**config.mk**
```make
export PLATFORM = sky130hd
export DESIGN_NAME = regdst_wb_sched_flat
export DESIGN_NICKNAME = d
export VERILOG_FILES = /design/src/rtl/regdst_wb_if.sv /design/src/rtl/regdst_wb_sched.sv /design/src/flat_wrapper.sv
export SDC_FILE = /design/constraint.sdc
export NUM_CORES = 1
export LEC_CHECK = 0
export BUFFER_PORTS_ARGS = -buffer_cell sky130_fd_sc_hd__buf_2
export CAP_MARGIN = 20
export CORE_AREA = 2 2 129 131
export CTS_CLUSTER_DIAMETER = 100
export DETAILED_ROUTE_END_ITERATION = 10
export DIE_AREA = 0 0 131 133
export GPL_TIMING_DRIVEN = 0
export PLACE_DENSITY_LB_ADDON = 0.25
export SLEW_MARGIN = 25
export SYNTH_ARGS = -nofsm -noshare
export SYNTH_HDL_FRONTEND = slang
export SYNTH_SLANG_ARGS = --single-unit
export TNS_END_PERCENT = 100
```
**constraint.sdc**
```tcl
create_clock -name clk -period 2 [get_ports clk]
set_clock_uncertainty 0.15 [all_clocks]
set_input_delay 0.1 -clock clk [delete_from_list [all_inputs] [get_ports clk]]
set_output_delay 0.1 -clock clk [all_outputs]
set_load 0.01 [all_outputs]
```
**src/rtl/regdst_wb_if.sv**
```systemverilog
// Write-back scheduler bus: requester side (master) and scheduler side (slave).
interface regdst_wb_if #(
    parameter int N_REQ  = 4,
    parameter int DATA_W = 32
);
    logic [N_REQ-1:0]             req;
    logic [N_REQ-1:0]             pair;
    logic [N_REQ-1:0][2:0]        dst_code;
    logic [N_REQ-1:0][2:0]        dst2_code;
    logic [N_REQ-1:0][DATA_W-1:0] wdata;
    logic [N_REQ-1:0][DATA_W-1:0] wdata2;
    logic                         stall;
    logic [N_REQ-1:0]             grant;
    logic [2:0]                   RegDst_control;
    logic                         reg_write;
    logic [DATA_W-1:0]            wb_data;
    logic                         busy;
    logic                         bad_code;

    modport master (
        output req, pair, dst_code, dst2_code, wdata, wdata2, stall,
        input  grant, RegDst_control, reg_write, wb_data, busy, bad_code
    );

    modport slave (
        input  req, pair, dst_code, dst2_code, wdata, wdata2, stall,
        output grant, RegDst_control, reg_write, wb_data, busy, bad_code
    );
endinterface

```
**src/rtl/regdst_wb_sched.sv**
```systemverilog
// Register-file write-back scheduler: arbitrates N_REQ requesters, drives the
// RegDst select code, write data and reg_write, and sequences paired writes.
// Optional: REGDST_WB_RR_FAIR_EN selects round-robin arbitration; otherwise
// fixed priority (lowest index wins).
module regdst_wb_sched #(
    parameter int N_REQ  = 4,
    parameter int DATA_W = 32
) (
    input  logic         clk,
    input  logic         reset,
    regdst_wb_if.slave   wb
);
    localparam int IW = (N_REQ > 1) ? $clog2(N_REQ) : 1;

    typedef enum logic [1:0] {IDLE, WR1, WR2} state_t;

    state_t              state, state_nxt;
    logic [IW-1:0]       win_c, win_q;
    logic                win_vld;
    logic                pair_q;
    logic [2:0]          code_q, code2_q;
    logic [DATA_W-1:0]   data_q, data2_q;
    logic                busy_q;
    logic                active, legal, done, take;
    logic [N_REQ-1:0]    grant_c;
    logic                rw_c, bad_c;

    // A write is only acted on when not stalled and not being reset away.
    assign active = (state != IDLE) && !wb.stall && !reset;
    assign legal  = (code_q <= 3'b100);
    assign done   = active && ((state == WR2) || (state == WR1 && !pair_q));
    assign take   = (state == IDLE) && !wb.stall && win_vld;

`ifdef REGDST_WB_RR_FAIR_EN
    logic [IW-1:0] ptr_q;
    int            idx;

    // Round-robin pick: scan far-to-near so the nearest index at/after ptr wins.
    always_comb begin
        win_c   = '0;
        win_vld = 1'b0;
        idx     = 0;
        for (int k = N_REQ - 1; k >= 0; k--) begin
            idx = int'(ptr_q) + k;
            if (idx >= N_REQ) idx = idx - N_REQ;
            if (wb.req[idx]) begin
                win_c   = IW'(idx);
                win_vld = 1'b1;
            end
        end
    end

    // Pointer advances past the winner only on a real completion.
    always_ff @(posedge clk) begin
        if (reset)
            ptr_q <= '0;
        else if (done)
            ptr_q <= (win_q == IW'(N_REQ - 1)) ? '0 : win_q + 1'b1;
    end
`else
    // Fixed priority pick: lowest requesting index wins.
    always_comb begin
        win_c   = '0;
        win_vld = 1'b0;
        for (int k = N_REQ - 1; k >= 0; k--) begin
            if (wb.req[k]) begin
                win_c   = IW'(k);
                win_vld = 1'b1;
            end
        end
    end
`endif

    // State register.
    always_ff @(posedge clk) begin
        if (reset) state <= IDLE;
        else       state <= state_nxt;
    end

    // Next state and the unregistered write strobes.
    always_comb begin
        state_nxt = state;
        grant_c   = '0;
        rw_c      = 1'b0;
        bad_c     = 1'b0;
        case (state)
            IDLE:    if (take) state_nxt = WR1;
            WR1:     if (!wb.stall) state_nxt = pair_q ? WR2 : IDLE;
            WR2:     if (!wb.stall) state_nxt = IDLE;
            default: state_nxt = IDLE;
        endcase
        if (done) grant_c = N_REQ'(1) << win_q;
        rw_c  = active && legal;
        bad_c = active && !legal;
    end

    // Latch the winner in IDLE; swap in the second write when WR1 moves to WR2.
    always_ff @(posedge clk) begin
        if (reset) begin
            win_q   <= '0;
            pair_q  <= 1'b0;
            code_q  <= '0;
            code2_q <= '0;
            data_q  <= '0;
            data2_q <= '0;
            busy_q  <= 1'b0;
        end else begin
            busy_q <= (state_nxt != IDLE);
            if (take) begin
                win_q   <= win_c;
                pair_q  <= wb.pair[win_c];
                code_q  <= wb.dst_code[win_c];
                code2_q <= wb.dst2_code[win_c];
                data_q  <= wb.wdata[win_c];
                data2_q <= wb.wdata2[win_c];
            end else if (state == WR1 && !wb.stall && pair_q) begin
                code_q <= code2_q;
                data_q <= data2_q;
            end
        end
    end

    assign wb.grant          = grant_c;
    assign wb.reg_write      = rw_c;
    assign wb.bad_code       = bad_c;
    assign wb.RegDst_control = code_q;
    assign wb.wb_data        = data_q;
    assign wb.busy           = busy_q;
endmodule
```
**src/flat_wrapper.sv**
```systemverilog
// flat-port wrapper written by rule: the top's interface ports become plain ports
module regdst_wb_sched_flat 
#(
    parameter int N_REQ  = 4,
    parameter int DATA_W = 32
)
  (clk, reset, wb_req, wb_pair, wb_dst_code, wb_dst2_code, wb_wdata, wb_wdata2, wb_stall, wb_grant, wb_RegDst_control, wb_reg_write, wb_wb_data, wb_busy, wb_bad_code);
  regdst_wb_if #(.N_REQ(N_REQ), .DATA_W(DATA_W)) wb_i ();
  input  logic clk;
  input  logic reset;
  input wire logic [$bits(wb_i.req)-1:0] wb_req;
  input wire logic [$bits(wb_i.pair)-1:0] wb_pair;
  input wire logic [$bits(wb_i.dst_code)-1:0] wb_dst_code;
  input wire logic [$bits(wb_i.dst2_code)-1:0] wb_dst2_code;
  input wire logic [$bits(wb_i.wdata)-1:0] wb_wdata;
  input wire logic [$bits(wb_i.wdata2)-1:0] wb_wdata2;
  input wire logic [$bits(wb_i.stall)-1:0] wb_stall;
  output wire logic [$bits(wb_i.grant)-1:0] wb_grant;
  output wire logic [$bits(wb_i.RegDst_control)-1:0] wb_RegDst_control;
  output wire logic [$bits(wb_i.reg_write)-1:0] wb_reg_write;
  output wire logic [$bits(wb_i.wb_data)-1:0] wb_wb_data;
  output wire logic [$bits(wb_i.busy)-1:0] wb_busy;
  output wire logic [$bits(wb_i.bad_code)-1:0] wb_bad_code;
  assign wb_i.req = wb_req;
  assign wb_i.pair = wb_pair;
  assign wb_i.dst_code = wb_dst_code;
  assign wb_i.dst2_code = wb_dst2_code;
  assign wb_i.wdata = wb_wdata;
  assign wb_i.wdata2 = wb_wdata2;
  assign wb_i.stall = wb_stall;
  assign wb_grant = wb_i.grant;
  assign wb_RegDst_control = wb_i.RegDst_control;
  assign wb_reg_write = wb_i.reg_write;
  assign wb_wb_data = wb_i.wb_data;
  assign wb_busy = wb_i.busy;
  assign wb_bad_code = wb_i.bad_code;
  regdst_wb_sched #(.N_REQ(N_REQ), .DATA_W(DATA_W)) u_core (.clk(clk), .reset(reset), .wb(wb_i));
endmodule
```
==> flow_summary.yaml, run 1 <==
logic_synthesis:
  syn_area_um2: 5070
  synth_cells: 587
  ys.flop_type: "dfxtp_1"
  synth_nets: 878
  async_flop_share_pct: 0
  synth_cell_type_count: 46
  syn_area_per_cell_um2: 8.65
  synth_edf_count: 0
  yosys_register_bits: 76
  synth_warnings: 0
  ys_seq_area_share_pct: 30.0
global_routing:
  antenna_found_initial: 1
  grt_pass1_wl_mm: 39.5
  grt_usage_pct: 29.7
  gr-total-overflow: 0
  grt_max_degree: 20
  grt_pass1_vias: 7407
clocking:
  cts.path.max_buffers: 2
  cts.htree.levels: 3
  cts-buffers-inserted: 9
  insertion_delay_ns: 0.34
  clkSinkCount: 76
  cts_tree: "yes"
  cts-root-buf: "clkbuf_16"
  clkTransAtPathRegs_ns: 0.06
outcome:
  failed_checks: "setup timing"
  outcome: "complete, but fails checks"
floorplan:
  die_w_um: 131
  rows: 47
  core_region_area_um2: 16200
  dieArea_um2: 17400
  start_util_pct: 31.4
  ioPinCount: 333
  die-height_um: 133
place:
  postPlaceCellArea_um2: 7010
  dp_cells: 1138
  place_hpwl_mm: 18.4
  portBuffers: 331
  post-place-ws_ns: -0.338
  gp_congestion: 0.841
final_layout:
  seq_area_um2: 1520
  fillers: 1480
  nets: 1406
  drive_above_1_share_pct: 37.2
  finalNonFillerCells: 1341
  area_growth_pct: 81.8
  multiInputGateArea_um2: 3260
  fin_area_um2: 9230
worst_setup_path:
  critPathMaxFanout: 10
  critPathLaunchType: "flop"
  path_class: "reg -> reg"
  crit_arrival_ns: 2.08
  setup.worst_path.end_class: "flop"
  worstPathRequired_ns: 2.08
sta:
  setup_viol: 1
  holdWs_ns: 0.0187
  worst_pin_slew_ns: 0.687
  period_needed_ns: 2.00
  final_hold_viol_count: 0
  slew_headroom_pct: 54.2
  fin_crit_sh_pct: 100
  clock.fmax_mhz: 499
  slew_viol_final: 0
  fin_ws_ns: -0.00284
job:
  maxCapViolations: 0
power:
  p_leak_uw: 0.00428
  ir_drop_mv: 0.397
  finalPower_uw: 4910
  powerDensity_nw_per_um2: 532
hold_path:
  hold_class: "in -> reg"
route:
  routedWlPerCell_um: 19.7
  antenna_left: 0
  routed_wl_mm: 26.4
  vias: 7261
  drt-initial-drc-count: 444
  vias_per_cell: 5.41
  detail_route.first_pass.iterations: 5
  remaining_drc_errors: 0
final cells by class:
type	instances	share of cell area, %
clock inverters	1	0.0542
well taps	220	2.98
repair buffers	519	38.3
diodes	1	0.0271
clock buffers	15	3.01
flip-flops and latches	76	16.5
inverters	2	0.0814
plain buffers	66	3.80
multi-input cells	441	35.3
registers in the layout (all words and copies together) (netlist names):
name and cells:
u_core.wb.busy 1, u_core.data2_q 32, u_core.wb.wb_data 32, u_core.win_q 2, u_core.wb.RegDst_control 3, u_core.code2_q 3
u_core.state 2, u_core.pair_q 1
worst paths after layout:
kind	slack (ns)	endpoint	cells after the start	start
worst min register to register	0.34	u_core.data2_q[20]	2	u_core.data2_q[20]
worst min-delay path	0.02	u_core.data2_q[24]	4	wb_wdata2[24]
worst max-delay path	-0.003	u_core.wb.wb_data[28]	5	u_core.state[0]
worst max register to register	-0.003	u_core.wb.wb_data[28]	5	u_core.state[0]
placed cells by master (no fill, tap or decap), types with 11 or more instances in the layout:
cell type / n
nand2_1: 38
o32ai_1: 12
o22a_1: 14
dlygate4sd3_1: 180
o21ai_0: 15
a41oi_1: 31
a32oi_1: 14
a22oi_1: 14
and4_1: 31
mux2i_1: 51
a221o_1: 15
o211ai_1: 31
dfxtp_1: 76
o22ai_1: 16
buf_4: 11
nor2_1: 60
nand2b_1: 18
buf_2: 349
clkbuf_1: 30
layer usage:
metal  routed length (um)  vias up  track usage, %
met5                    0        -               0
met4                  890        0            11.5
met3                 1670       71            4.65
met2                13100      367            51.6
met1                10800     3429            36.4
li1                     -     3394               -
cell usage after synthesis (2+ instances only):
master     count  area share (%)
nor2_1        65             4.8
buf_4          4            0.59
or3_1          6            0.74
o211ai_1      31             4.6
nor3b_1        2            0.30
a211oi_2      10             2.5
o41ai_1        5            0.86
clkbuf_1      34             2.5
o21ai_0       16             1.6
a22oi_1       14             2.1
buf_2         24             2.4
and4_1        31             5.4
dfxtp_1       76              30
a21oi_1        5            0.49
o22a_1        14             2.4
inv_1          2            0.15
nand2b_1      18             2.2
mux2i_1       51              10
and3_1         3            0.37
a41oi_1       31             5.4
nor3_4         2            0.64
a221o_1       15             3.0
buf_6          4            0.89
o2bb2ai_1     10             1.7
o22ai_1       16             2.0
nand2_1       38             2.8
a211oi_1       8             1.2
nand3b_1       5            0.74
nor2b_1        2            0.25
o32ai_1       14             2.4
a32oi_1       14             2.4
or2_2          3            0.37
critical path: stages (launching register included):
cell and delay (ns):
dfxtp_1 0.30, buf_4 0.16, or3_4 0.46, clkbuf_4 0.24
o22a_1 0.24, o32ai_1 0.33
where the power goes:
part / internal (uW) / switching [uW] / leakage, uW
sequential: 1650 / 87.8 / 0.000626
combinational: 829 / 765 / 0.00352
clock: 942 / 634 / 0.000140
total: 3420 / 1490 / 0.00428
repair_timing:
item	in CTS	in global routing
resized for setup	13	18
hold buffers	180	0
setup buffers	6	2
endpoints found under the setup margin	71	55
endpoints found under the hold margin	68	0
pin swaps	3	4
logic make-up after synthesis:
| logic type | Yosys count | synth area share (%) |
|---|---|---|
| mux | 51 | 10.1 |
| simple gates | 182 | 19.8 |
| compound gates | 208 | 33.5 |
| flops | 76 | 30.0 |
| buf+inv | 70 | 6.68 |
per-stage QoR:
stage / setup TNS (ns) / utilization (%)
after global placement: -8.97 / 43.3
after floorplan: 0 / -
after global routing: -0.0439 / 57.1
after detailed placement: -9.06 / 43.3
final: -0.00284 / 57.1
after CTS: 0 / 56.7
Note: power is estimated with default switching activity, not from simulation.
==> run 2: changes to the inputs <==
--- a/config.mk
+++ b/config.mk
@@ -12,7 +12,7 @@
 export DETAILED_ROUTE_END_ITERATION = 10
 export DIE_AREA = 0 0 131 133
 export GPL_TIMING_DRIVEN = 0
-export PLACE_DENSITY_LB_ADDON = 0.25
+export PLACE_DENSITY_LB_ADDON = 0.08
 export SLEW_MARGIN = 25
 export SYNTH_ARGS = -nofsm -noshare
 export SYNTH_HDL_FRONTEND = slang
==> constraint.sdc (replaced) <==
create_clock -name clk -period 2.2 [get_ports clk]
set_clock_uncertainty 0.15 [all_clocks]
set_input_delay 0.11 -clock clk [delete_from_list [all_inputs] [get_ports clk]]
set_output_delay 0.11 -clock clk [all_outputs]
set_load 0.01 [all_outputs]
==> flow_summary.yaml, run 2 (synthesized netlist as in run 1, its figures left out) <==
outcome:
  outcome: "finished, final reports clean"
worst_setup_path:
  path_class: "in -> reg"
  critPathMaxFanout: 10
  setup.worst_path.end_class: "flop"
  worstPathRequired_ns: 2.27
  critPathLaunchType: "input port"
  crit_arrival_ns: 2.17
sta:
  clock.fmax_mhz: 476
  setup_viol: 0
  final_hold_viol_count: 0
  fin_crit_sh_pct: 95.5
  rsz0062_at_grt: "false"
  period_needed_ns: 2.10
  slew_headroom_pct: 38.9
  slew_viol_final: 0
  worst_pin_slew_ns: 0.915
  holdWs_ns: 0.00393
global_routing:
  gr-total-overflow: 0
  grt_max_degree: 13
  antenna_found_initial: 0
  grt_pass1_wl_mm: 37.1
  grt_usage_pct: 28.1
  grt_pass1_vias: 7013
final_layout:
  antennaDiodeCount: 0
  fin_area_um2: 8970
  final_cell_mix: "buf_2, dlygate4sd3_1, dfxtp_1"
  drive_above_1_share_pct: 37.0
  nets: 1383
  area_growth_pct: 76.8
  final_common_cell: "buf_2"
route:
  routedWlPerCell_um: 19.2
  routed_wl_mm: 25.3
  vias_per_cell: 5.18
  vias: 6826
  remaining_drc_errors: 0
  drt-initial-drc-count: 349
  antenna_left: 0
  detail_route.first_pass.iterations: 5
clocking:
  cts-root-buf: "clkbuf_16"
  cts-buffers-inserted: 9
  insertion_delay_ns: 0.34
  cts.htree.levels: 3
  cts_tree: "yes"
  clkTransAtPathRegs_ns: 0.06
  clkSinkCount: 76
  cts.path.max_buffers: 2
floorplan:
  dieArea_um2: 17400
  rows: 47
  start_util_pct: 31.4
  core_region_area_um2: 16200
  die_w_um: 131
  ioPinCount: 333
  die-height_um: 133
job:
  maxCapViolations: 0
power:
  powerDensity_nw_per_um2: 513
  p_leak_uw: 0.00416
  ir_drop_mv: 0.345
place:
  gp_congestion: 0.828
  place_hpwl_mm: 18.8
  postPlaceCellArea_um2: 7010
  portBuffers: 331
hold_path:
  hold_class: "in -> reg"
run 2: area by class of cell:
type	instances	area, um2
Fill cell	1532	7200
Tap cell	220	275
Sequential cell	76	1520
Clock inverter	4	72.6
Inverter	2	7.51
Timing Repair Buffer	494	3280
Multi-Input combinational cell	441	3230
Buffer	68	345
Clock buffer	12	246
run 2: report_power, final:
group	internal (uW)	switching, uW
clock network	1020	595
logic	734	670
registers	1500	80.9
run 2: stage by stage:
stage	instances	TNS, ns	util, %	power (uW)	worst slack [ns]
3_5_place_dp	1138	-2.04	43.3	2740	-0.188
4_1_cts	1313	0	55.2	4600	0.0481
6_report	1317	0	55.5	4600	0.0979
3_3_place_gp	1138	-1.26	43.3	2730	-0.167
5_1_grt	1317	0	55.5	4820	0.00432
2_1_floorplan	587	0	-	2180	0.348
run 2: per-layer routing:
metal	wire length, um	track usage, %
met5	0	0
met2	12500	49.4
met1	11000	35.3
met3	1450	4.69
met4	385	7.33
run 2: final timing paths:
kind,slack [ns],end,cells past startpoint,from
hold / removal,0.004,u_core.data2_q[25],3,wb_wdata2[121]
setup reg to reg,0.14,u_core.wb.wb_data[25],6,u_core.state[1]
setup / recovery,0.1,u_core.data2_q[23],9,wb_req[1]
hold reg to reg,0.33,u_core.data2_q[28],2,u_core.data2_q[28]
run 2: what timing repair did:
item / 4_1_cts / 5_1_grt
gates resized for setup: 1 / 11
hold buffers: 159 / 0
buffers inserted: 0 / 4
endpoints found under the setup margin: 2 / 36
hold endpoints to repair: 68 / 0
pin swaps: 0 / 2
run 2: critical path, stage by stage:
cell and delay, ns:
buf_2 0.13, clkbuf_4 0.23, inv_1 0.13, a21o_1 0.11, buf_4 0.23, buf_2 0.32
mux2i_1 0.23, dlygate4sd3_1 0.59, o211ai_1 0.08
==> run 3: changes to the inputs <==
==> constraint.sdc (replaced) <==
create_clock -name clk -period 2.2 [get_ports clk]
set_clock_uncertainty 0.15 [all_clocks]
set_input_delay 0.11 -clock clk [delete_from_list [all_inputs] [get_ports clk]]
set_output_delay 0.11 -clock clk [all_outputs]
set_load 0.1 [all_outputs]
==> flow_summary.yaml, run 3 (synthesized netlist as in run 1, its figures left out) <==
worst_setup_path:
  critPathLaunchType: "input port"
  worst-r2r-cell-count: 7
  r2r_end: "u_core.wb.wb_data[26]"
  worstPathRequired_ns: 2.27
  critPathMaxFanout: 10
  rr_startpoint: "u_core.state[0]"
  setup.worst_path.end_class: "flop"
  crit_arrival_ns: 2.18
  r2r_slack_ns: 0.11
  path_class: "in -> reg"
final_layout:
  nets: 1388
  final_cell_mix: "buf_2, dlygate4sd3_1, dfxtp_1"
  final_common_cell: "buf_2"
  finalNonFillerCells: 1323
  area_growth_pct: 79.3
  post-route-util_pct: 56.3
  fin_area_um2: 9100
  fillers: 1517
  drive_above_1_share_pct: 37.7
sta:
  period_needed_ns: 2.11
  holdWs_ns: 0.00473
  clock.fmax_mhz: 474
  slew_viol_final: 0
  setup_viol: 0
  fin_crit_sh_pct: 95.9
  final_hold_viol_count: 0
  slew_headroom_pct: 53.2
  worst_pin_slew_ns: 0.703
  rsz0062_at_grt: "false"
hold_path:
  hold_depth: 3
  hp-start: "wb_wdata[116]"
  min_to: "u_core.wb.wb_data[20]"
  hold_class: "in -> reg"
clocking:
  cts.htree.levels: 3
  cts-buffers-inserted: 9
  cts_tree: "yes"
  cts-root-buf: "clkbuf_16"
  cts.path.max_buffers: 2
  clkTransAtPathRegs_ns: 0.06
  clkSinkCount: 76
  insertion_delay_ns: 0.35
floorplan:
  die-height_um: 133
  ioPinCount: 333
  dieArea_um2: 17400
  start_util_pct: 31.4
  die_w_um: 131
  rows: 47
  core_region_area_um2: 16200
power:
  p_seq_share_pct: 30.5
  pwr-share-clk_pct: 34.0
  p_int_uw: 3400
  switchingPower_uw: 1800
  powerDensity_nw_per_um2: 571
  finalPower_uw: 5200
  combinationalPowerShare_pct: 35.5
  ir_drop_mv: 0.411
  p_leak_uw: 0.00420
  p_sw_share_pct: 34.7
route:
  vias_per_cell: 5.20
  routedWlPerCell_um: 18.9
  antenna_left: 0
  drt-initial-drc-count: 285
  wl_met1_mm: 10.7
  route.met2.wl_mm: 12.2
  remaining_drc_errors: 0
  vias: 6886
  routed_wl_mm: 25.0
  highest_layer: "met4"
  detail_route.first_pass.iterations: 5
  dr_wl_met3_mm: 1.43
place:
  dp_cells: 1138
  gp_congestion: 0.852
  postPlaceCellArea_um2: 7040
  portBuffers: 331
  place_hpwl_mm: 18.6
global_routing:
  gr-total-overflow: 0
  grt_usage_pct: 28.0
  grt_max_degree: 14
  antenna_found_initial: 1
  grt_pass1_vias: 6981
  grt_pass1_wl_mm: 37.2
job:
  maxCapViolations: 0
outcome:
  outcome: "finished, final reports clean"
## run 3: cell count changes in the layout (fill, tap and decap cells not counted), sizes merged
cell         delta
buf             -2
bufinv          +1
clkinvlp        -1
diode           +1
dlygate4sd3     +6
inv             +1
## run 3: layout make-up
cell class                      count  area, um2  share of cell area [%]
Buffer                             68        342                    3.75
Antenna cell                        1       2.50                  0.0275
Timing Repair Buffer              499       3340                    36.7
Clock buffer                       11        243                    2.67
Inverter                            2       7.51                  0.0825
Multi-Input combinational cell    441       3250                    35.8
Sequential cell                    76       1530                    16.8
Clock inverter                      5        108                    1.18
Tap cell                          220        275                    3.02
## run 3: power groups by stage
stage	registers, uW	clock network (uW)	logic (uW)
final	1590	1770	1850
after global routing	1600	1850	1970
after CTS	1580	1800	1820
after detailed placement	1610	0	1560
after global placement	1610	0	1560
after floorplan	2040	0	582
## run 3: worst max-delay path by stage
| stage | from | to | slack [ns] | cells past startpoint |
|---|---|---|---|---|
| 3_5_place_dp | wb_stall | wb_reg_write | -0.40 | 6 |
| 5_1_grt | u_core.state[0] | u_core.wb.wb_data[26] | 0.006 | 7 |
| 6_report | wb_req[1] | u_core.code2_q[2] | 0.09 | 9 |
| 2_1_floorplan | wb_stall | wb_grant[0] | -0.22 | 5 |
| 4_1_cts | u_core.state[0] | u_core.wb.wb_data[27] | 0.004 | 7 |
| 3_3_place_gp | wb_stall | wb_reg_write | -0.44 | 6 |
## run 3: through the flow
stage	worst slack [ns]	setup TNS, ns
global placement	-0.438	-2.25
finish	0.0913	0
detailed placement	-0.401	-1.56
CTS	0.00394	0
floorplan	-0.225	-0.370
global route	0.00565	0
## run 3: metal layers
layer  vias to the layer above  track usage, %
met5                         -               0
met4                         0            10.5
met1                      3187            34.6
li1                       3361               -
met2                       288            48.2
met3                        50            4.81
## run 3: critical path: stages
cell	delay, ns
buf_2	0.13
buf_2	0.21
inv_1	0.12
a21o_1	0.11
buf_4	0.23
buf_2	0.34
mux2i_1	0.27
dlygate4sd3_1	0.58
o211ai_1	0.08
## run 3: timing repair
item,CTS,global route
hold endpoints to repair,71,0
setup endpoints to repair,6,43
hold buffers,165,0
buffers inserted,0,3
pin swaps,0,1
resized for setup,5,12
